**config.mk**
```make
export PLATFORM = sky130hd
export DESIGN_NAME = pipe_stage_skid_flat
export DESIGN_NICKNAME = d
export VERILOG_FILES = /design/src/rtl/pipe_stage_skid_pkg.sv /design/src/rtl/pipe_stage_skid_if.sv /design/src/rtl/pipe_entry_reg.sv /design/src/rtl/pipe_stage_skid.sv /design/src/flat_wrapper.sv
export SDC_FILE = /design/constraint.sdc
export NUM_CORES = 1
export LEC_CHECK = 0
export CAP_MARGIN = 20
export CORE_MARGIN = 2
export CORE_UTILIZATION = 50
export DETAILED_ROUTE_END_ITERATION = 10
export GPL_ROUTABILITY_DRIVEN = 0
export PLACE_DENSITY_LB_ADDON = 0.2
export SETUP_SLACK_MARGIN = 0.05
export SYNTH_ARGS = -nofsm -noshare
export SYNTH_HDL_FRONTEND = slang
export SYNTH_SLANG_ARGS = --single-unit
export TNS_END_PERCENT = 30
```
**constraint.sdc**
```tcl
create_clock -name CLK -period 9.64 [get_ports CLK]
set_input_delay 0.964 -clock CLK [delete_from_list [all_inputs] [get_ports CLK]]
set_output_delay 0.964 -clock CLK [all_outputs]
set_load 0.05 [all_outputs]
```
**src/rtl/pipe_stage_skid_pkg.sv**
```systemverilog
// rtl/pipe_stage_skid_pkg.sv - shared stage types, widths and stage-state encoding
// Control fields sit in the struct LSBs so the stage can zero them without knowing the layout.
package pipe_stage_skid_pkg;

    // Encoding is {skid_valid, main_valid}; 2'b10 has no name because it must never occur.
    typedef enum logic [1:0] {
        EMPTY = 2'b00,
        BUSY  = 2'b01,
        FULL  = 2'b11
    } stage_state_e;

    typedef struct packed {
        logic [3:0] rsvd;
        logic       halt;
        logic       dwen;
        logic       dren;
        logic       regwr;
    } ctrl_t;

    typedef struct packed {
        logic [31:0] pc;
        logic [31:0] rs_val;
        logic [31:0] rt_val;
        logic [15:0] imm;
        logic [7:0]  alu_op;
        ctrl_t       ctrl;
    } id_ex_t;

    typedef struct packed {
        logic [31:0] alu_out;
        logic [31:0] store_val;
        logic [4:0]  wsel;
        logic [2:0]  pad;
        ctrl_t       ctrl;
    } ex_mem_t;

    localparam int CTRL_BITS      = $bits(ctrl_t);
    localparam int ID_EX_W        = $bits(id_ex_t);
    localparam int EX_MEM_W       = $bits(ex_mem_t);
    localparam int DEFAULT_DATA_W = ID_EX_W;
    localparam int DEFAULT_CTRL_W = CTRL_BITS;
    localparam int DEFAULT_CNT_W  = 16;

endpackage

```
**src/rtl/pipe_stage_skid_if.sv**
```systemverilog
// rtl/pipe_stage_skid_if.sv - valid/ready payload stream between pipeline stages
interface pipe_stage_skid_if #(
    parameter int DATA_W = 128
);
    logic              tvalid;
    logic              tready;
    logic [DATA_W-1:0] tdata;

    modport master (output tvalid, output tdata, input tready);
    modport slave  (input tvalid, input tdata, output tready);
endinterface

```
**src/rtl/pipe_entry_reg.sv**
```systemverilog
// rtl/pipe_entry_reg.sv - one payload register with load, control-bit clear and async reset
module pipe_entry_reg #(
    parameter int DATA_W = 128,
    parameter int CTRL_W = 8
) (
    input  logic              CLK,
    input  logic              RST,
    input  logic              load,
    input  logic              clr,
    input  logic [DATA_W-1:0] d,
    output logic [DATA_W-1:0] q
);

    logic [DATA_W-1:0] q_squashed;

    always_comb begin
        q_squashed = q;
        for (int i = 0; i < CTRL_W; i++) begin
            q_squashed[i] = 1'b0;
        end
    end

    // Clear wins over load so a flushed payload never re-enters with live control bits.
    always_ff @(posedge CLK or posedge RST) begin
        if (RST) begin
            q <= '0;
        end else if (clr) begin
            q <= q_squashed;
        end else if (load) begin
            q <= d;
        end
    end

endmodule

```
**src/rtl/pipe_stage_skid.sv**
```systemverilog
// rtl/pipe_stage_skid.sv - two-entry skid pipeline stage with flush and stall counter
module pipe_stage_skid
    import pipe_stage_skid_pkg::*;
#(
    parameter int DATA_W = DEFAULT_DATA_W,
    parameter int CTRL_W = DEFAULT_CTRL_W,
    parameter int CNT_W  = DEFAULT_CNT_W
) (
    input  logic                 CLK,
    input  logic                 RST,
    pipe_stage_skid_if.slave     up,
    pipe_stage_skid_if.master    dn,
    input  logic                 flush,
    input  logic                 clr_cnt,
    output logic [CNT_W-1:0]     stall_cnt
);

    if (CTRL_W < 1 || DATA_W < CTRL_W) begin : g_bad_width
        $error("pipe_stage_skid: need DATA_W >= CTRL_W >= 1");
    end

    stage_state_e      state;
    logic              main_valid;
    logic              skid_valid;
    logic              accept;
    logic              emit;
    logic              main_load;
    logic              main_from_skid;
    logic              skid_load;
    logic              entry_clr;
    logic [DATA_W-1:0] main_q;
    logic [DATA_W-1:0] skid_q;
    logic [DATA_W-1:0] main_d;

    assign main_valid = state[0];
    assign skid_valid = state[1];

    // in_ready comes straight from a flop, so upstream never sees a combinational path from dn.
    assign up.tready = ~skid_valid;
    assign dn.tvalid = main_valid;
    assign dn.tdata  = main_q;

    assign accept = up.tvalid & ~skid_valid;
    assign emit   = main_valid & dn.tready;

    always_comb begin
        main_load      = 1'b0;
        main_from_skid = 1'b0;
        skid_load      = 1'b0;
        case (state)
            EMPTY: main_load = accept;
            BUSY: begin
                if (accept && emit) begin
                    main_load = 1'b1;
                end else if (accept) begin
                    skid_load = 1'b1;
                end
            end
            FULL: begin
                main_load      = emit;
                main_from_skid = emit;
            end
            default: ;
        endcase
        entry_clr = flush && (state != EMPTY);
    end

    assign main_d = main_from_skid ? skid_q : up.tdata;

    always_ff @(posedge CLK or posedge RST) begin
        if (RST) begin
            state <= EMPTY;
        end else if (flush) begin
            state <= EMPTY;
        end else begin
            case (state)
                EMPTY: if (accept) state <= BUSY;
                BUSY: begin
                    if (accept && !emit) begin
                        state <= FULL;
                    end else if (!accept && emit) begin
                        state <= EMPTY;
                    end
                end
                FULL: if (emit) state <= BUSY;
                default: state <= EMPTY;
            endcase
        end
    end

    always_ff @(posedge CLK or posedge RST) begin
        if (RST) begin
            stall_cnt <= '0;
        end else if (clr_cnt) begin
            stall_cnt <= '0;
        end else if (main_valid && !dn.tready && !flush && (stall_cnt != {CNT_W{1'b1}})) begin
            stall_cnt <= stall_cnt + 1'b1;
        end
    end

    pipe_entry_reg #(.DATA_W(DATA_W), .CTRL_W(CTRL_W)) u_main (
        .CLK  (CLK),
        .RST  (RST),
        .load (main_load),
        .clr  (entry_clr),
        .d    (main_d),
        .q    (main_q)
    );

    pipe_entry_reg #(.DATA_W(DATA_W), .CTRL_W(CTRL_W)) u_skid (
        .CLK  (CLK),
        .RST  (RST),
        .load (skid_load),
        .clr  (entry_clr),
        .d    (up.tdata),
        .q    (skid_q)
    );

    a_no_skid_only: assert property (@(posedge CLK) disable iff (RST) !(skid_valid && !main_valid));

endmodule

```
**src/flat_wrapper.sv**
```systemverilog
// flat-port wrapper written by rule: the top's interface ports become plain ports
module pipe_stage_skid_flat import pipe_stage_skid_pkg::*;
#(
    parameter int DATA_W = DEFAULT_DATA_W,
    parameter int CTRL_W = DEFAULT_CTRL_W,
    parameter int CNT_W  = DEFAULT_CNT_W
)
  (CLK, RST, flush, clr_cnt, stall_cnt, up_tvalid, up_tdata, up_tready, dn_tvalid, dn_tdata, dn_tready);
  pipe_stage_skid_if #(.DATA_W(DATA_W)) up_i ();
  pipe_stage_skid_if #(.DATA_W(DATA_W)) dn_i ();
  input  logic CLK;
  input  logic RST;
  input  logic flush;
  input  logic clr_cnt;
  output logic [CNT_W-1:0] stall_cnt;
  input wire logic [$bits(up_i.tvalid)-1:0] up_tvalid;
  input wire logic [$bits(up_i.tdata)-1:0] up_tdata;
  output wire logic [$bits(up_i.tready)-1:0] up_tready;
  output wire logic [$bits(dn_i.tvalid)-1:0] dn_tvalid;
  output wire logic [$bits(dn_i.tdata)-1:0] dn_tdata;
  input wire logic [$bits(dn_i.tready)-1:0] dn_tready;
  assign up_i.tvalid = up_tvalid;
  assign up_i.tdata = up_tdata;
  assign up_tready = up_i.tready;
  assign dn_tvalid = dn_i.tvalid;
  assign dn_tdata = dn_i.tdata;
  assign dn_i.tready = dn_tready;
  pipe_stage_skid #(.DATA_W(DATA_W), .CTRL_W(CTRL_W), .CNT_W(CNT_W)) u_core (.CLK(CLK), .RST(RST), .up(up_i), .dn(dn_i), .flush(flush), .clr_cnt(clr_cnt), .stall_cnt(stall_cnt));
endmodule
```
* Yosys cells after proc, flatten, opt, wreduce, memory -nomap -nowiden *
Cells that the tools add are included.

word-level totals
  memories kept = 0
  register bits = 274
  bits in read-only memories = 0
  RAM bits = 0
  bits in latches = 0
  logic and storage cells = 55

operators by class
  mux-type cells = 19
  add/subtract/negate cells = 1
  $lt $le $gt $ge = 0
  reductions and logical operators = 19
  divide/modulo/power cells = 0
  shift-type cells = 0
  bitwise gates (word level) = 4
  equal/unequal tests = 6
  $mul = 0

operator list
  kind                     count
  $mux W128                1
  $mux W16                 2
  $mux W8                  4
  $add A16 B1 Y16 const B  1
  $ne A16 B16 Y1 const B   1
  $mux W2                  5
  $reduce_bool A2 Y1       4
  $logic_and A1 B1 Y1      7
  $ne A3 B2 Y1 const B     2
  $pmux W2 S3              1
  $mux W1                  5
  $logic_not A1 Y1         4
  $ne A4 B2 Y1 const B     1
  $reduce_and A2 Y1        2
  $pmux W1 S3              1
  $reduce_and A3 Y1        1
  $and A1 B1 Y1            2
  $eq A2 B1 Y1 const B     1
  $eq A2 B2 Y1 const B     1
  $logic_not A2 Y1         1
  $not A1 Y1               2

* Longest topological paths before layout *
Gate-level depths: netlist of the first run.

  word-level depth = 8
  depth in mapped cells = 9

* Cells and area by module *
A second synthesis of the first run with hierarchy kept.

unflattened totals
  cell total of the unflattened synthesis = 837
  area total of the unflattened synthesis = 13,296.5 sq um

by module, submodules not included
  module           times used  area an instance (sq um)  cells each
  pipe_entry_reg   2           5,308.8                   281
  pipe_stage_skid  1           2,678.8                   275

* Worst setup path before layout of the first run *
Ideal clock, no wire load.

  path kind = input port to flip-flop
  start = input port dn_tready
  end = register u_core.u_main.q[0]
  required time = 9,546 ps
  path buffers = 1
  cell stages on the path = 8
  arrival time = 2,244 ps
  path slack = 7,302 ps
  path through = nand2_1 -> inv_1 -> ha_1 -> nand2_1 -> a31oi_1 -> clkbuf_1 -> nor2_1 -> a211oi_1

on the way
  cells in the longest elaborated chain, start to end = 5
  elaborated cells on any way between the ends = 9

RTL lines
  element                                                                line                                          text
  start, declared                                                        flat_wrapper.sv:21                            input wire logic [$bits(dn_i.tready)-1:0] dn_tready;
  $and A1 B1 Y1 *                                                        pipe_stage_skid.sv:44                         assign emit = main_valid & dn.tready;
  $logic_and A1 B1 Y1 / $mux W1 (equally long branches)                  pipe_stage_skid.sv:53, pipe_stage_skid.sv:50
  $mux W1 / $mux W128 (equally long branches)                            pipe_stage_skid.sv:53, pipe_stage_skid.sv:68
  $pmux W1 S3 / $mux W8 (equally long branches)                          pipe_stage_skid.sv:50, pipe_entry_reg.sv:29
  $reduce_bool A2 Y1 (no source line) / $mux W8 (equally long branches)  n/a
  end signal, assigned                                                   pipe_entry_reg.sv:28                          q <= q_squashed;
  end, declared                                                          pipe_entry_reg.sv:11                          output logic [DATA_W-1:0] q

Mark *: on every way between the ends. The rest lies on a longest branch, timed or not. The select of a mux whose other input is x is not followed.
A chain may end at the register's enable or synchronous reset.

* Final worst setup path of the first run *
  start = input port dn_tready
  end = register u_core.u_main.q[74]

on the way
  cells in the longest elaborated chain, start to end = 5
  elaborated cells on any way between the ends = 7

RTL lines
  element                             line                   text
  $and A1 B1 Y1 *                     pipe_stage_skid.sv:44
  $logic_and A1 B1 Y1                 pipe_stage_skid.sv:53  if (accept && emit) begin
  $mux W1                             pipe_stage_skid.sv:53
  $pmux W1 S3                         pipe_stage_skid.sv:50  case (state)
  $reduce_and A2 Y1 (no source line)  n/a

Mark *: on every way between the ends. The rest lies on a longest branch, timed or not.

==> flow_metrics.tcl, run 1 <==
set metrics [dict create \
    outcome "completed" \
    syn-mean-instance-area_sq_um 12.2 \
    required_ns 10.10 \
    dr_wl_met3_um 1990 \
    synth-seq-area-share_pct 58.5 \
    synthTopCellsByArea "dfrtp_1 (58%), mux2_2 (12%), mux2i_1 (11%)" \
    reg2reg_slack_ns 5.99 \
    num_rows 56 \
    powerDensity_mw_per_mm2 357 \
    critPathMaxStageDelay_ns 1.03 \
    tns_ns 0 \
    r2r_end "u_core.u_main.q[74]$_DFFE_PP0P_" \
    drive_gt1_share_pct 15.0 \
    clk_pin_slew_ns 0.06 \
    period_share_pct 40.3 \
    post-cts-setup-buffers 0 \
    htree_levels 1 \
    synth_top_cell_area_share_pct 58.5 \
    routedWlPerCell_um 17.4 \
    worst_pin_slew_ns 1.08 \
    hold_depth 1 \
    crit_family "buffers and inverters" \
    met1_length_um 12000 \
    top_layer_used "met5" \
    syn_area_sq_mm 0.0117 \
    place_hpwl_um 17200 \
    slew-limit-headroom_pct 27.9 \
    cts.sinks 274 \
    clk_latency_ns 0.53 \
    cts_hold_buf 0 \
    finClkSkew_ns 0.00911 \
    vias_per_cell 5.37 \
    worstHoldPathType "reg -> reg" \
    stdcell_count 1558 \
    arrival_ns 4.34 \
    insertedDiodeCount 0 \
    grt_pass1_vias 8177 \
    rr_worst_depth 6 \
    area_growth_pct 34.4 \
    rsz0062_at_grt "no" \
    drv_slew 0 \
    setup_violations 0 \
    tritoncts.num_buffers 28 \
    synth.distinct_cells 41 \
    finalHoldViolations 0 \
    cp-start-kind "primary input" \
    critPathSlowestCell "a311oi_4" \
    ys_seq_elements 274 \
    crit_buf_inv 2 \
    min_period_ns 3.88 \
    drc 0 \
    antenna_found_initial 2 \
    maxCapViolCount 0 \
    io_pins 280 \
    grt_usage_pct 21.4 \
    crit_type "in -> reg" \
    design.core.area_sq_mm 0.0233 \
    rr_startpoint "u_core.state[0]$_DFFE_PP0P_" \
    synth_edf_count 0 \
    clock-root-buffer "clkbuf_16" \
    cts_buffer_depth 3 \
    end_kind "flip-flop" \
    grt_overflow 0 \
    drt_first_pass_iters 4 \
    critical_path.max_fanout 108 \
    path_cells "clkdlybuf4s50_1, nand3_4, a311oi_4, buf_4, nor2_1, a21oi_1" \
    syn_nets 1103 \
    die_w_um 157 \
    cts_tree "yes" \
    ys_async_sr_fraction_pct 100 \
    final_net_count 1363 \
    vias 8360 \
    worst_hold_slack_ns 0.505 \
    start_util_pct 50.4 \
    antenna_left 0 \
    die_area_sq_mm 0.0247 \
    hp-start "u_core.u_skid.q[66]$_DFFE_PP0P_" \
    wl_met2_um 12500 \
    synth_largest_area_cell "dfrtp_1" \
    syn_inst 961 \
    drtIter0Drc 502 \
    max_freq_ghz 0.258 \
    whs_endpoint "u_core.u_skid.q[66]$_DFFE_PP0P_" \
    synthFlopType "dfrtp_1" \
    wirelength_um 27000 \
    placed_cells 1508 \
    grt_pass1_wl_um 42900 \
    cts_resized 0 \
    p_leak_nw 7.26 \
    die_h_um 157 \
    io_buffer_count 279 \
    yosys_warnings 0 \
    grt_max_degree 145 \
    ir_drop_mv 0.227 \
]
how the worst max path moves through the flow:
stage / startpoint / endpoint / slack, ns / cells past startpoint
final: dn_tready / u_core.u_main.q[74]$_DFFE_PP0P_ / 5.76 / 6
after global routing: dn_tready / u_core.u_main.q[77]$_DFFE_PP0P_ / 5.49 / 6
after CTS: dn_tready / u_core.u_main.q[116]$_DFFE_PP0P_ / 5.80 / 6
after detailed placement: dn_tready / u_core.u_main.q[74]$_DFFE_PP0P_ / 5.26 / 6
after global placement: dn_tready / u_core.u_main.q[88]$_DFFE_PP0P_ / 5.33 / 6
after floorplan: RST / u_core.stall_cnt[0]$_DFFE_PP0P_ / 1.12 / 1
per-stage QoR:
| stage | area (sq um) | util [%] | setup WS, ns | power [mW] |
|---|---|---|---|---|
| final | 15800 | 67.7 | 5.76 | 5.62 |
| after global routing | 15800 | 67.7 | 5.49 | 5.92 |
| after CTS | 15700 | 67.6 | 5.80 | 5.67 |
| after detailed placement | 14700 | 63.4 | 5.26 | 4.49 |
| after global placement | 14700 | 63.3 | 5.33 | 4.43 |
| after floorplan | 11700 | - | 1.12 | 3.66 |
logic make-up after synthesis:
kind of cell    Yosys count  share of synthesized area [%]
mux                     250                           22.6
fa+ha+maj                 8                          0.854
simple gates            189                           7.25
flops                   274                           58.5
buf+inv                  69                           2.67
compound gates          171                           8.10
routing by layer:
layer  track usage, %  vias to the layer above
met4             5.54                        2
met2             33.4                      228
li1                 -                     3933
met1             30.1                     4154
met5                0                        -
met3             5.73                       43
layout make-up:
class,count,area [sq um]
clock buffer,37,796
clock inverter,11,183
fill,1795,7500
inverter,8,37.5
multi-input combinational,618,4580
sequential,274,6860
tap,319,399
timing repair buffer,291,2900
Yosys cell counts, types with 6 or more instances:
master / n
clkbuf_1: 18
o21ai_0: 8
nand2_1: 10
buf_2: 40
mux2_2: 120
mux2i_1: 130
a22o_1: 8
or3_1: 6
ha_1: 8
nor2_1: 136
inv_1: 8
dfrtp_1: 274
a211oi_1: 8
a21oi_1: 135
power by group:
| part | switching [mW] | leakage (nW) | total (mW) | internal [mW] |
|---|---|---|---|---|
| clock network | 0.440 | 0.481 | 1.15 | 0.709 |
| logic | 1.56 | 3.58 | 2.49 | 0.932 |
| registers | 0.295 | 3.20 | 1.98 | 1.69 |
registers in the layout, summed over array words and instances (netlist names):
name and flops:
u_core.u_main.q 128, u_core.u_skid.q 128, u_core.stall_cnt 16, u_core.state 2
worst reg2reg max path, cell delays in order (launching register included):
cell	delay [ns]
dfrtp_1	0.53
ha_1	0.29
nand3_4	0.40
a311oi_4	1.05
buf_4	0.94
nor2_1	0.22
a21oi_1	0.16
cells in the final DEF (no fill, tap or decap), types with 2 or more instances in the layout:
cell and count:
dfrtp_1 274, a22o_1 8, nor2_1 135, and3_1 2, clkdlybuf4s50_1 279, or3_1 6
a21oi_1 135, clkbuf_16 29, nand4_1 4, inv_1 7, nor3_1 4, nand2_1 10
nand3b_1 2, nand3_1 4, nand2b_1 2, clkbuf_1 4, o21ai_0 8, mux2i_1 130
o31ai_1 5, mux2_2 120, or4_1 5, ha_1 8, buf_4 11, clkinv_2 5
clkbuf_8 4, and4_1 2, bufinv_16 5, nor4_1 3, a211oi_1 8
Power figures use the tool's default switching activity.
==> run 2: changes to the inputs <==
==> constraint.sdc (replaced) <==
create_clock -name CLK -period 3.8 [get_ports CLK]
set_input_delay 0.38 -clock CLK [delete_from_list [all_inputs] [get_ports CLK]]
set_output_delay 0.38 -clock CLK [all_outputs]
set_load 0.05 [all_outputs]
==> flow_metrics.tcl, run 2 (synthesis gave the netlist of run 1 again) <==
set metrics [dict create \
    crit_type "reg -> reg" \
    grt_usage_pct 21.9 \
    drc 0 \
    critPathMaxStageDelay_ns 0.48 \
    critical_path.max_fanout 16 \
    htree_levels 1 \
    die_w_um 157 \
    final_cell_mix "clkdlybuf4s50_1 (279), dfrtp_1 (274), nor2_1 (135), a21oi_1 (135), mux2i_1 (130)" \
    slew-limit-headroom_pct 26.3 \
    final_area_sq_mm 0.0160 \
    rr_worst_depth 7 \
    stdcell_count 1570 \
    critPathSlowestCell "dfrtp_1" \
    grt_max_degree 133 \
    drtIter0Drc 540 \
    power.total_mw 14.5 \
    finClkSkew_ns 0.00521 \
    routedWlPerCell_um 17.2 \
    worstHoldPathType "in -> async" \
    min_period_ns 2.37 \
    io_buffer_count 279 \
    die_area_sq_mm 0.0247 \
    end_kind "flip-flop" \
    grt_pass1_vias 8444 \
    wl_met2_um 12700 \
    maxCapViolCount 0 \
    rsz0062_at_grt "no" \
    cts.sinks 274 \
    setup_violations 0 \
    p_leak_nw 7.34 \
    top_layer_used "met4" \
    crit_top_cell "buf_4" \
    cts_resized 0 \
    place_hpwl_um 17900 \
    dpl_worst_slack_ns 1.10 \
    placed_cells 1517 \
    max_freq_ghz 0.422 \
    arrival_ns 2.79 \
    antenna_left 0 \
    ir_drop_mv 0.672 \
    layout_setup_ws_ns 1.43 \
    io_pins 280 \
    vias 8300 \
    tritoncts.num_buffers 29 \
    dr_wl_met3_um 2470 \
    worst_pin_slew_ns 1.11 \
    vias_per_cell 5.29 \
    drv_slew 0 \
    finalHoldViolations 0 \
    reg2reg_slack_ns 1.43 \
    clock-root-buffer "clkbuf_16" \
    r2r_end "u_core.u_skid.q[41]$_DFFE_PP0P_" \
    cts_buffer_depth 3 \
    clk_latency_ns 0.54 \
    design.core.area_sq_mm 0.0233 \
    layout.cells.most_common "clkdlybuf4s50_1" \
    die_h_um 157 \
    outcome "completed" \
    drt_first_pass_iters 6 \
    top_regs "u_core.u_main.q x128, u_core.u_skid.q x128, u_core.stall_cnt x16" \
    cts_tree "yes" \
    num_rows 56 \
    rr_startpoint "u_core.state[0]$_DFFE_PP0P_" \
    final_net_count 1371 \
    start_util_pct 50.4 \
    clk_pin_slew_ns 0.06 \
    required_ns 4.22 \
    period_share_pct 62.4 \
    drive_gt1_share_pct 15.7 \
    cp-start-kind "flip-flop" \
    wirelength_um 27000 \
    tns_ns 0 \
    dpl-instance-area_sq_mm 0.0149 \
    path_cells "inv_1, ha_1, nor2b_1, buf_4, nor2_4, buf_4, mux2_2" \
    area_growth_pct 36.2 \
    antenna_found_initial 1 \
    grt_pass1_wl_um 43400 \
    met1_length_um 11200 \
    grt_overflow 0 \
    post-cts-setup-buffers 0 \
    powerDensity_mw_per_mm2 905 \
    cts_hold_buf 0 \
]
[run 2: cell count changes in the layout (fill, tap and decap cells not counted), sizes merged]
| cell | before | now |
|---|---|---|
| clkbuf | 37 | 43 |
| clkinvlp | 1 | 2 |
| diode | 0 | 2 |
| buf | 12 | 19 |
| clkinv | 5 | 1 |
[run 2: final cells by class]
type	count	area, sq um
inverter	8	33.8
multi-input combinational	618	4580
clock buffer	43	878
fill	1748	7300
sequential	274	6860
tap	319	399
timing repair buffer	298	3040
clock inverter	8	171
antenna	2	5.00
[run 2: routing by layer]
layer / GRT usage [%] / vias up
li1: - / 3963
met1: 28.1 / 4063
met2: 35.4 / 230
met3: 7.74 / 44
met4: 6.19 / 0
met5: 0 / -
[run 2: how the worst max path moves through the flow]
stage	from	endpoint	slack [ns]	depth (start not counted)
final	u_core.state[0]$_DFFE_PP0P_	u_core.u_skid.q[41]$_DFFE_PP0P_	1.43	7
after global routing	u_core.state[0]$_DFFE_PP0P_	u_core.u_main.q[6]$_DFFE_PP0P_	1.26	5
after CTS	u_core.state[0]$_DFFE_PP0P_	u_core.u_skid.q[41]$_DFFE_PP0P_	1.39	7
after floorplan	RST	u_core.stall_cnt[0]$_DFFE_PP0P_	-0.20	1
after global placement	dn_tready	u_core.u_skid.q[51]$_DFFE_PP0P_	1.16	7
after detailed placement	dn_tready	u_core.u_skid.q[41]$_DFFE_PP0P_	1.10	7
[run 2: power breakdown]
| group | internal [mW] | switching, mW |
|---|---|---|
| logic | 2.41 | 4.00 |
| clock network | 1.92 | 1.13 |
| registers | 4.28 | 0.698 |
| total | 8.62 | 5.83 |
[run 2: worst max-delay path, delay by kind of cell (launching register included)]
kind	cells	cell delay, ns
buffers and inverters	3	0.66
and+or+nand+nor	2	0.53
DFF	1	0.48
muxes	1	0.37
adders and majority gates	1	0.19
[run 2: metrics by stage]
stage | util [%] | hold WS, ns
5_1_grt | 68.6 | 0.347
2_1_floorplan | - | 0.446
4_1_cts | 68.6 | 0.313
3_3_place_gp | 64.1 | 0.488
3_5_place_dp | 64.1 | 0.491
6_report | 68.6 | 0.304
==> run 3: changes to the inputs <==
--- a/config.mk
+++ b/config.mk
@@ -7,7 +7,7 @@
 export LEC_CHECK = 0
 export CAP_MARGIN = 20
 export CORE_MARGIN = 2
-export CORE_UTILIZATION = 50
+export CORE_UTILIZATION = 45
 export DETAILED_ROUTE_END_ITERATION = 10
 export GPL_ROUTABILITY_DRIVEN = 0
 export PLACE_DENSITY_LB_ADDON = 0.2
==> constraint.sdc (replaced) <==
create_clock -name CLK -period 2 [get_ports CLK]
set_input_delay 0.2 -clock CLK [delete_from_list [all_inputs] [get_ports CLK]]
set_output_delay 0.2 -clock CLK [all_outputs]
set_load 0.05 [all_outputs]
==> flow_metrics.tcl, run 3 (synthesis gave the netlist of run 1 again) <==
set metrics [dict create \
    stdcell_count 1679 \
    critical_path.max_fanout 7 \
    seq_area_sq_mm 0.00686 \
    outcome "finished with violations" \
    dpl-instance-area_sq_mm 0.0155 \
    setup_violations 14 \
    final_net_count 1462 \
    crit_type "reg -> reg" \
    drc 0 \
    tritoncts.num_buffers 29 \
    area_growth_pct 56.4 \
    antenna_left 0 \
    htree_levels 1 \
    violations "negative setup slack" \
    start_util_pct 45.4 \
    grt_max_degree 47 \
    cts.sinks 274 \
    grt_usage_pct 20.6 \
    cts_buffer_depth 3 \
    finClkSkew_ns 0.0264 \
    powerDensity_mw_per_mm2 1680 \
    io_buffer_count 279 \
    multi_input_area_sq_mm 0.00513 \
    cp-start-kind "flip-flop" \
    clk_latency_ns 0.56 \
    grt_pass1_vias 8738 \
    die_h_um 165 \
    grt_overflow 0 \
    vias_per_cell 5.31 \
    pwr-share-seq_pct 31.6 \
    grt_pass1_wl_um 45100 \
    clkPwrFrac_pct 18.6 \
    cts_tree "yes" \
    layout.cells.most_common "dfrtp_1" \
    min_period_ns 2.06 \
    switchingPower_mw 12.5 \
    ir_drop_mv 1.17 \
    end_kind "flip-flop" \
    final_cell_mix "dfrtp_1 (272), clkdlybuf4s50_1 (162), mux2i_1 (129)" \
    io_pins 280 \
    final_area_sq_mm 0.0183 \
    dpl_worst_slack_ns -0.212 \
    period_share_pct 103 \
    arrival_ns 2.52 \
    p_comb_share_pct 49.8 \
    p_leak_nw 8.98 \
    clock-root-buffer "clkbuf_16" \
    fin_util_pct 70.9 \
    slew-limit-headroom_pct 61.2 \
    maxCapViolCount 0 \
    design.core.area_sq_mm 0.0258 \
    p_int_mw 18.2 \
    rsz0062_at_grt "yes" \
    fillCellCount 1804 \
    routedWlPerCell_um 19.9 \
    layout_setup_ws_ns -0.0560 \
    vias 8922 \
    worstHoldPathType "in -> async" \
    cts_hold_buf 0 \
    drtIter0Drc 508 \
    clk_pin_slew_ns 0.06 \
    finalHoldViolations 0 \
    place_hpwl_um 19400 \
    antenna_found_initial 1 \
    power.total_mw 30.7 \
    die_area_sq_mm 0.0274 \
    top_regs "u_core.u_main.q x128, u_core.u_skid.q x128, u_core.stall_cnt x16" \
    die_w_um 165 \
    num_rows 59 \
    swShare_pct 40.8 \
    max_freq_ghz 0.486 \
    required_ns 2.47 \
    placed_cells 1578 \
    drive_gt1_share_pct 32.2 \
    worst_pin_slew_ns 0.581 \
    drv_slew 0 \
    drt_first_pass_iters 4 \
    wirelength_um 33500 \
]
## run 3: changes by cell type in the layout (fill, tap and decap cells not counted), sizes merged, moves of 11 or more
cell and change:
buf +63, dlymetal6s2s +102, clkdlybuf4s50 -117, clkbuf +21, dlygate4sd2 +13, clkinv +11
## run 3: path summary, 6_finish.rpt
path,slack (ns),start,depth (start not counted),end
max in group asynchronous,1.23,RST,3,u_core.u_main.q[58]$_DFFE_PP0P_
worst max register to register,-0.06,u_core.state[1]$_DFFE_PP0P_,10,u_core.u_main.q[14]$_DFFE_PP0P_
min in group CLK,0.28,up_tdata[99],2,u_core.u_skid.q[99]$_DFFE_PP0P_
worst max-delay path,-0.06,u_core.state[1]$_DFFE_PP0P_,10,u_core.u_main.q[14]$_DFFE_PP0P_
worst min-delay path,0.02,RST,2,u_core.u_main.q[23]$_DFFE_PP0P_
worst min register to register,0.50,u_core.u_skid.q[81]$_DFFE_PP0P_,1,u_core.u_skid.q[81]$_DFFE_PP0P_
## run 3: routing by layer
metal | GRT usage (%) | wire, um
met3 | 6.29 | 2420
met4 | 4.78 | 626
met2 | 34.2 | 16500
met5 | 0 | 0
met1 | 26.6 | 13900
## run 3: worst max-delay path: stages, from the launching register on
cell	delay (ns)
dfrtp_2	0.45
nand2b_4	0.17
inv_4	0.07
ha_4	0.14
nand2_4	0.06
a311oi_4	0.39
buf_6	0.19
buf_12	0.15
buf_12	0.13
nor2_1	0.06
a21oi_1	0.16
## run 3: what timing repair did
item / CTS / global route
setup buffers: 5 / 7
cloned: 2 / 33
setup endpoints to repair: 236 / 330
pin swaps: 0 / 7
gates resized for setup: 19 / 281
## run 3: final cells by class
cell class	instances	share of cell area (%)
flip-flops and latches	274	37.4
repair buffers	389	26.5
clock inverters	20	1.30
inverters	8	0.212
clock buffers	34	4.28
diodes	1	0.0137
multi-input cells	618	28.0
well taps	335	2.29
## run 3: power groups by stage
stage,logic [mW],clock network (mW),registers (mW)
final,15.3,5.71,9.71
after global routing,16.1,6.03,10.0
after CTS,13.0,5.81,9.52
after detailed placement,12.8,0,9.57
after global placement,12.5,0,9.51
after floorplan,3.87,0,13.8
## run 3: stage by stage
stage / hold slack (ns) / TNS [ns]
finish: 0.0240 / -0.192
global route: 0.0361 / -4.63
CTS: 0.0141 / 0
detailed placement: 0.492 / -32.97
global placement: 0.487 / -29.87
floorplan: 0.266 / -556.21
==> RTL edit 1, RTL diff (config.mk and constraints of run 1) <==
Set the package constant `DEFAULT_CNT_W` to 24 (it was 16).
--- a/src/rtl/pipe_stage_skid_pkg.sv
+++ b/src/rtl/pipe_stage_skid_pkg.sv
@@ -39,7 +39,7 @@
     localparam int EX_MEM_W       = $bits(ex_mem_t);
     localparam int DEFAULT_DATA_W = ID_EX_W;
     localparam int DEFAULT_CTRL_W = CTRL_BITS;
-    localparam int DEFAULT_CNT_W  = 16;
+    localparam int DEFAULT_CNT_W  = 24;
 
 endpackage
 
Interface: changed (resized stall_cnt); port bits go from 280 to 288. No check against the original RTL was run, so the function may have changed too.
==> RTL edit 1 against run 1 <==
  * First-iteration DRC count shrank 13%
  * Sequential cell count grew 8
  * Synthesized area grew 3.9%
  * Worst setup slack lost 0.27 ns
  * Largest cell class unchanged
  * Highest routed layer is now met4
  * Power grew 0.51%
  * Clock skew grew 0.0050 ns
  * Cell area grew 3.4%
  * Routed wire length grew 4.0%
  * Die area grew 3.8%
==> RTL edit 1: results (changes against run 1) <==
* Via count at 8469 (+1.3%)
* Slowest stage delay, CP at 0.91 ns (-0.12 ns)
* Dpl ws at 4.96 ns (-0.295 ns)
* Clk tree area frac at 0.0620 (-0.000116)
* Register area share after synthesis at 0.579 (-0.00574)
* Critical-path top delay cell: buf_4
* Count of multi-input combinational gates at 650 (+5.2%)
* Worst-Margin Slew at 1.04 ns (-0.0417 ns)
* Number of global-route vias before repair at 8560 (+4.7%)
* VDD IR-drop max at 230 uV (+1.1%)
* Post-synthesis cell type count at 46 (+12%)
* Worst Hold End: u_core.u_main.q[38]
* Status: complete, no violations
* Total clock sinks at 282 (+2.9%)
* Hold Crit Depth at 2 (+1)
* FF+latch area at 7060 um2 (+2.9%)
* Antenna violations before repair at 3 (+1)
* Pin count of the biggest net entering global routing at 136 (-6.2%)
* Clock buffers at 47 (+27%)
* Signal buffers share of area at 0.182 (-0.00251)
* Critical Path End: u_core.u_main.q[2]
* Nonclk inv count at 7 (-1)
* Tapcells at 324 (+1.6%)
* Multi-input gate area at 4820 um2 (+5.2%)
* Buffers, non-clock at 296 (+1.7%)
* Share of layout cells above drive strength 1 at 0.150 (-0.000393)
* Synth area leaders: dfrtp_1, mux2_2, mux2i_1, o21ai_0, nand2_1
* Post-synthesis cell count at 1001 (+4.2%)
* Total CTS buffers at 30 (+7.1%)
* Arr. time, crit path at 4.53 ns (+0.19 ns)
* Number of diodes at 1 (+1)
-- RTL edit 1: cell types whose count changed after synthesis, sizes merged, moves of 9 or more --
cell / run 1 / this run
o21ai: 8 / 137
nand2: 10 / 138
a21oi: 135 / 12
nor2: 136 / 24
xor2: 0 / 9
-- RTL edit 1: logic make-up (layout without fill, tap and decap cells) --
logic type      after synthesis  count (layout)  synth area share
compound gates              168             168            0.0747
xor+xnor                     13              13           0.00935
fa+ha+maj                     8               8           0.00822
buf+inv                      69             357            0.0271
flops                       282             282             0.579
mux                         251             251             0.219
other cells                   0               1                 0
simple gates                210             210            0.0829
-- RTL edit 1: per-layer routing --
metal	routed length [um]	part of all wire	vias up	global-route usage
li1	-	-	4048	-
met1	12300	0.44	4138	0.293
met2	13000	0.46	245	0.350
met3	2220	0.079	38	0.0668
met4	531	0.019	0	0.0520
met5	0	0	-	0
-- RTL edit 1: worst min-delay path: stages (launching register included) --
cell     delay [ns]
dfrtp_1        0.34
nand2_1        0.04
o21ai_0        0.05
==> RTL edit 2, RTL diff (config.mk and constraints of run 1) <==
Without the edit above. Make the reset (`RST`) synchronous in 3 clocked blocks. Comments in the files are not updated.
--- a/src/rtl/pipe_entry_reg.sv
+++ b/src/rtl/pipe_entry_reg.sv
@@ -21,7 +21,7 @@
     end
 
     // Clear wins over load so a flushed payload never re-enters with live control bits.
-    always_ff @(posedge CLK or posedge RST) begin
+    always_ff @(posedge CLK) begin
         if (RST) begin
             q <= '0;
         end else if (clr) begin
--- a/src/rtl/pipe_stage_skid.sv
+++ b/src/rtl/pipe_stage_skid.sv
@@ -67,7 +67,7 @@
 
     assign main_d = main_from_skid ? skid_q : up.tdata;
 
-    always_ff @(posedge CLK or posedge RST) begin
+    always_ff @(posedge CLK) begin
         if (RST) begin
             state <= EMPTY;
         end else if (flush) begin
@@ -88,7 +88,7 @@
         end
     end
 
-    always_ff @(posedge CLK or posedge RST) begin
+    always_ff @(posedge CLK) begin
         if (RST) begin
             stall_cnt <= '0;
         end else if (clr_cnt) begin
Behaviour: differs if RST is asserted again (counterexample within 4 cycles, from zero or initial values and one cycle with RST high); with RST held inactive, the same outputs for 4 cycles.
==> RTL edit 2 against run 1 <==
  * Sequential cell count is the same
  * Synthesized area decreased by 4.4%
  * Synthesized cell count rose by 32%
  * Cell area decreased by 4.6%
  * Routed wire length rose by 14%
  * First-iteration DRC count grew 19%
  * Core utilization rose by 0.94 points
  * Via count rose by 20%
  * Worst setup slack got worse by 0.26 ns
  * Global-route usage up 3.1 points
  * Sequential share of layout area shrank 7.0 points
Power is not compared: it rests on default switching activity, and its combinational part moved more than twofold at a synthesized area within 25%.
==> RTL edit 2: results (changes against run 1) <==
* Min-delay src: u_core.u_skid.q[27]
* Final period util at 0.430 (+0.0273)
* GRT Util Overall at 0.246 (+0.0312)
* Share of layout cells above drive strength 1 at 0.0483 (-0.102)
* Drt first pass iters at 5 (+1)
* Reg-to-reg startpoint: u_core.state[0]
* Post-synthesis cell count at 1267 (+32%)
* Synth area leaders: dfxtp_1, mux2i_1, a211oi_1, nand2_1, a21oi_1
* First-pass GRT wire length at 48500 um (+13%)
* Syn nets at 1406 (+27%)
* Slew margin rel. at 0.265 (-0.0138)
* Arr. time, crit path at 4.51 ns (+0.17 ns)
* Wire per inst at 17.4 um (+0.35%)
* Post-route insts no fill at 1773 (+14%)
* Slowest stage delay, CP at 0.70 ns (-0.33 ns)
* Post-DP HPWL at 18800 um (+9.1%)
* Met1 usage at 0.321 (+0.0204)
* Total CTS buffers at 29 (+3.6%)
* Placed Instances at 1722 (+14%)
* Routed length on met3 at 2380 um (+19%)
* Worst Reg-to-Reg Cells at 7 (+1)
* Metal-1 WL at 13100 um (+9.7%)
* Number of global-route vias before repair at 9304 (+14%)
* M2 GR Usage at 0.390 (+0.0561)
* Reg2reg setup slack at 5.71 ns (-0.28 ns)
* Top sig layer: met4
* Post-synthesis cell type count at 49 (+20%)
* Antenna violations before repair at 1 (-1)
* Pin count of the biggest net entering global routing at 141 (-2.8%)
* Grt met3 use at 0.0674 (+0.0101)
* Critical path peak fanout at 62 (-43%)
* Register area share after synthesis at 0.489 (-0.0956)
* Worst Hold End: u_core.u_skid.q[27]
* RR Endpoint: u_core.u_main.q[70]
* Worst-case clock skew at 0.0113 ns (+0.00224 ns)
* Status: complete, no violations
* Hold Crit Depth at 2 (+1)
* Met2 WL post-DR at 14100 um (+13%)
[RTL edit 2: cell families (layout without fill, tap and decap cells)]
logic type,Yosys count,after routing,synth area share
compound gates,285,285,0.161
xor+xnor,1,1,0.000781
fa+ha+maj,5,5,0.00558
buf+inv,122,347,0.0444
flops,274,274,0.489
mux,138,138,0.123
other cells,0,1,0
simple gates,442,442,0.175
[RTL edit 2: worst max path at each step]
stage | to | startpoint | depth (start not counted)
2_1_floorplan | u_core.stall_cnt[15] | dn_tready | 5
5_1_grt | u_core.u_main.q[116] | dn_tready | 7
3_5_place_dp | u_core.u_main.q[96] | dn_tready | 7
4_1_cts | u_core.u_main.q[86] | dn_tready | 7
3_3_place_gp | u_core.u_main.q[84] | dn_tready | 7
6_report | u_core.u_main.q[70] | dn_tready | 7
[RTL edit 2: per-stage QoR]
| stage | hold slack, ns | power (W) | util | area, um2 |
|---|---|---|---|---|
| 2_1_floorplan | 0.436 | 0.00159 | - | 11200 |
| 3_3_place_gp | 0.440 | 0.00179 | 0.639 | 14000 |
| 3_5_place_dp | 0.446 | 0.00180 | 0.640 | 14000 |
| 4_1_cts | 0.454 | 0.00298 | 0.687 | 15000 |
| 5_1_grt | 0.466 | 0.00306 | 0.687 | 15000 |
| 6_report | 0.452 | 0.00296 | 0.687 | 15000 |
[RTL edit 2: final cells by class]
type / count / area (um2) / share of cell area
multi-input cells: 871 / 5270 / 0.351
clock buffers: 37 / 796 / 0.0529
clock inverters: 13 / 224 / 0.0149
repair buffers: 291 / 2880 / 0.192
inverters: 6 / 22.5 / 0.00150
well taps: 280 / 350 / 0.0233
flip-flops and latches: 274 / 5490 / 0.365
diodes: 1 / 2.50 / 0.000166
[RTL edit 2: power breakdown]
group	internal [W]	switching, W
logic	0.000199	0.000338
registers	0.00120	0.0000374
clock network	0.000739	0.000449
